File: config.mk
export PLATFORM = sky130hd
export DESIGN_NAME = if_fetch_redirect
export DESIGN_NICKNAME = d
export VERILOG_FILES = /design/src/rtl/if_fetch_redirect.sv
export SDC_FILE = /design/constraint.sdc
export NUM_CORES = 1
export LEC_CHECK = 0
export ABC_CLOCK_PERIOD_IN_PS = 2200
export CORE_UTILIZATION = 23
export CTS_BUF_LIST = sky130_fd_sc_hd__clkbuf_4
export DETAILED_ROUTE_END_ITERATION = 7
export HOLD_SLACK_MARGIN = 0.03
export PLACE_DENSITY = 0.52
export REMOVE_ABC_BUFFERS = 1
export SLEW_MARGIN = 25
export SYNTH_ARGS = -nofsm -noshare
export SYNTH_HDL_FRONTEND = slang
export SYNTH_SLANG_ARGS = --single-unit
File: constraint.sdc
create_clock -name clk -period 2.2 [get_ports clk]
set_input_delay 0.44 -clock clk [delete_from_list [all_inputs] [get_ports clk]]
set_output_delay 0.44 -clock clk [all_outputs]
set_load 0.01 [all_outputs]
File: src/rtl/if_fetch_redirect.sv
// Instruction-fetch front end: keeps one word fetch outstanding, presents it to decode,
// and parks after any control-flow instruction until the branch unit supplies the next PC.
module if_fetch_redirect #(
    parameter int                ADDR_W   = 32,
    parameter int                WORD_W   = 32,
    parameter logic [ADDR_W-1:0] RESET_PC = '0
) (
    input  logic              clk,
    input  logic              rst,
    input  logic              rdy,
    output logic              mem_req_out,
    output logic [ADDR_W-1:0] mem_addr_out,
    input  logic              mem_ack_in,
    input  logic [WORD_W-1:0] mem_data_in,
    output logic              inst_valid_out,
    output logic [WORD_W-1:0] inst_out,
    output logic [ADDR_W-1:0] pc_out,
    input  logic              id_stall_in,
    input  logic              branch_en_in,
    input  logic [ADDR_W-1:0] branch_dest_in
);

    // state   | meaning
    // REQ     | fetching the word at pc; request becomes visible the cycle after entry
    // HOLD    | fetched word presented to decode, waiting for it to be accepted
    // WAIT_BR | control-flow instruction dispatched, waiting for the resolved next PC
    typedef enum logic [1:0] {REQ, HOLD, WAIT_BR} state_t;

    localparam logic [ADDR_W-1:0] PC_STEP    = ADDR_W'(4);
    localparam logic [ADDR_W-1:0] ALIGN_MASK = ~ADDR_W'(3);

    state_t            state_q, state_d;
    logic [ADDR_W-1:0] pc_q, pc_d;
    logic              req_d;
    logic [ADDR_W-1:0] addr_d;
    logic              valid_d;
    logic [WORD_W-1:0] inst_d;
    logic [ADDR_W-1:0] pc_out_d;
    logic              is_cf;

    assign is_cf = (inst_out[6:0] == 7'b1100011) ||
                   (inst_out[6:0] == 7'b1101111) ||
                   (inst_out[6:0] == 7'b1100111);

    always_comb begin
        state_d  = state_q;
        pc_d     = pc_q;
        req_d    = mem_req_out;
        addr_d   = mem_addr_out;
        valid_d  = inst_valid_out;
        inst_d   = inst_out;
        pc_out_d = pc_out;
        case (state_q)
            REQ: begin
                // An ack only counts once our request is actually on the bus.
                if (mem_req_out && mem_ack_in) begin
                    req_d    = 1'b0;
                    valid_d  = 1'b1;
                    inst_d   = mem_data_in;
                    pc_out_d = pc_q;
                    state_d  = HOLD;
                end else begin
                    req_d  = 1'b1;
                    addr_d = pc_q;
                end
            end
            HOLD: begin
                if (!id_stall_in) begin
                    valid_d = 1'b0;
                    if (is_cf) begin
                        state_d = WAIT_BR;
                    end else begin
                        pc_d    = pc_q + PC_STEP;
                        state_d = REQ;
                    end
                end
            end
            WAIT_BR: begin
                req_d = 1'b0;
                if (branch_en_in) begin
                    pc_d    = branch_dest_in & ALIGN_MASK;
                    state_d = REQ;
                end
            end
            default: state_d = REQ;
        endcase
    end

    always_ff @(posedge clk) begin
        if (rst) begin
            state_q        <= REQ;
            pc_q           <= RESET_PC;
            mem_req_out    <= 1'b0;
            mem_addr_out   <= RESET_PC;
            inst_valid_out <= 1'b0;
            inst_out       <= '0;
            pc_out         <= RESET_PC;
        end else if (rdy) begin
            state_q        <= state_d;
            pc_q           <= pc_d;
            mem_req_out    <= req_d;
            mem_addr_out   <= addr_d;
            inst_valid_out <= valid_d;
            inst_out       <= inst_d;
            pc_out         <= pc_out_d;
        end
    end

endmodule

==> results.sh <==
export IMPL_status="finished clean"
export IMPL_crit_path_max_incr_delay_ns=0.46
export IMPL_period_minus_slack_ns=1.99
export IMPL_yosysMostFrequentCell="nand2_1"
export IMPL_drv_cap=0
export IMPL_grt_pass1_wl_um=28200
export IMPL_final_nets=936
export IMPL_multi_input_area_um2=2590
export IMPL_hold_class="in -> reg"
export IMPL_drt_iter0_markers=304
export IMPL_instances_no_fill=1162
export IMPL_routed_wl_um=17400
export IMPL_grt_max_degree=57
export IMPL_grt_usage_pct=15.1
export IMPL_drive_above_1_share_pct=7.77
export IMPL_cts_buffers=17
export IMPL_avgSynthCellArea_um2=7.57
export IMPL_crit_buf_inv=1
export IMPL_finalWeightedCongestion=0.787
export IMPL_fin_worst_skew_ns=0.0246
export IMPL_root_buffer="clkbuf_4"
export IMPL_cts_buffer_depth=2
export IMPL_rsz0062_at_grt="no"
export IMPL_route_detailed_wl_per_inst_um=15.0
export IMPL_dieHeight_um=154
export IMPL_syn_area_um2=5350
export IMPL_cts_resized=0
export IMPL_critPathRequiredTime_ns=2.65
export IMPL_cts_tree="yes"
export IMPL_ys_seq_area_share_pct=47.2
export IMPL_clkLatencyLatePin_ns=0.55
export IMPL_synth_top_cells_by_area="dfxtp_1, nand2_1, a21oi_1, clkbuf_1, nand3_1"
export IMPL_async_reset_ff_share_pct=0
export IMPL_htreeDepth=4
export IMPL_worst_setup_path_start_kind="flip-flop"
export IMPL_area_growth_pct=43.9
export IMPL_dp_cells=1131
export IMPL_crit_fanout=9
export IMPL_core_area_um2=22700
export IMPL_hold_buffers=0
export IMPL_pin_count=168
export IMPL_slowest_stage="dfxtp_1"
export IMPL_yosys_area_top_type_share_pct=47.2
export IMPL_drc_errors=0
export IMPL_crit_top_cell="nand4_1"
export IMPL_finalCritPeriodShare_pct=90.3
export IMPL_yosys_most_used_dff="dfxtp_1"
export IMPL_powerDensity_nw_per_um2=546
export IMPL_fmax_mhz=503
export IMPL_cts_setup_buffers=0
export IMPL_gr_total_overflow=0
export IMPL_die_x_um=154
export IMPL_synth_seq_cells=126
export IMPL_critPathTopFamily="simple AND/OR/NAND/NOR gates"
export IMPL_port_buffers=161
export IMPL_clock_sinks=126
export IMPL_p_leak_nw=2.49
export IMPL_peakVddDrop_uv=264
export IMPL_dieArea_um2=23900
export IMPL_hold_viol=0
export IMPL_total_power_mw=4.20
export IMPL_end_kind="flip-flop"
export IMPL_final_max_slew_viol_count=0
export IMPL_routed_via_density=4.57
export IMPL_synth_cells=706
export IMPL_rows=55
export IMPL_num_vias=5309
export IMPL_yosysWarnings=0
export IMPL_crit_chain="ha_2 -> nand4_1 -> nor2_2 -> buf_4 -> nand4_1 -> o31a_1 -> o32ai_1"
export IMPL_ff_latch_area_um2=2520
export IMPL_ys_top_cells_by_count="nand2_1, dfxtp_1, a21oi_1"
export IMPL_synth_edff_count=0
export IMPL_initial_core_util_pct=23.5
export IMPL_synth_area_leader_cell="dfxtp_1"
export IMPL_setup_viol=0
export IMPL_worstPathArrival_ns=2.44
export IMPL_dr_pass1_iters=4
export IMPL_path_clk_slew_ns=0.11
export IMPL_grt_pass1_vias=5100
export IMPL_synth_distinct_cells=54
export IMPL_drtAntennaViolNets=0
export IMPL_nFillCells=2478
export IMPL_worstSetupPathType="reg -> reg"
export IMPL_place_hpwl_um=11900
export IMPL_antenna_found_initial=2
==> per-stage QoR <==
stage                     setup TNS [ns]  area, µm²  setup slack, ns  utilization [%]  hold slack (ns)
after global placement            -0.194       7450          -0.0500             32.8            0.442
final                                  0       7700            0.212             33.9            0.265
after floorplan                  -150.98       5120            -1.81                -            0.452
after detailed placement          -0.448       7450          -0.0675             32.8            0.446
after CTS                              0       7690            0.167             33.9            0.199
after global routing                   0       7690           0.0240             33.9            0.210
==> power breakdown <==
group | internal [mW] | switching, mW | total, mW
logic | 0.190 | 0.177 | 0.367
clock network | 0.644 | 0.864 | 1.51
registers | 2.30 | 0.0228 | 2.33
==> cell type report <==
class                   instances  share of cell area [%]
clock inverters                11                    1.33
multi-input cells             520                    33.7
clock buffers                  18                    1.76
flip-flops and latches        126                    32.8
well taps                     285                    4.63
inverters                       6                   0.293
repair buffers                194                    25.4
diodes                          2                  0.0650
==> state kept, by name (all words and copies together), names as in the netlist <==
register / flops
inst_out: 32
state_q: 2
mem_addr_out: 30
pc_out: 30
inst_valid_out: 1
mem_req_out: 1
pc_q: 30
==> cell families (layout without fill, tap and decap cells) <==
kind of cell	count (synthesis)	count (layout)	synth area share, %
other	1	6	0.0701
AOI/OAI and AO/OA	198	198	20.9
DFF	126	126	47.2
adders and majority gates	1	1	0.234
and+or+nand+nor	317	317	26.7
buffers and inverters	63	229	4.89
==> cells in the final DEF (no fill, tap or decap), types with 8 or more instances in the layout <==
cell type / count
dfxtp_1: 126
buf_4: 26
clkdlybuf4s50_1: 160
clkbuf_4: 18
buf_12: 8
nand3_1: 16
a21oi_1: 124
nor2_1: 17
o21ai_1: 16
nand2_1: 221
nand4_1: 11
o21ai_0: 13
a31oi_1: 8
==> worst register-to-register path, stage by stage (launching register included) <==
cell and delay, ns:
dfxtp_1 0.46, ha_2 0.26, nand4_1 0.24, nor2_2 0.23, buf_4 0.19, nand4_1 0.14
o31a_1 0.26, o32ai_1 0.13
==> final timing paths <==
| check | to | cells after the start | from | slack [ns] |
|---|---|---|---|---|
| worst max-delay path | pc_q[30]$_SDFFE_PP0P_ | 7 | pc_q[2]$_SDFFE_PP0P_ | 0.21 |
| worst min-delay path | inst_out[13]$_SDFFE_PP0P_ | 2 | rst | 0.26 |
| worst max register to register | pc_q[30]$_SDFFE_PP0P_ | 7 | pc_q[2]$_SDFFE_PP0P_ | 0.21 |
| worst min register to register | pc_out[10]$_SDFFE_PP0P_ | 2 | pc_out[10]$_SDFFE_PP0P_ | 0.46 |
==> routing by layer <==
metal / track usage, % / wire (µm) / vias up
met5: 0 / 0 / -
met4: 5.28 / 274 / 0
met3: 3.53 / 639 / 14
met2: 23.1 / 7900 / 110
met1: 20.8 / 8610 / 2453
li1: - / - / 2732
Power figures use the tool's default switching activity.
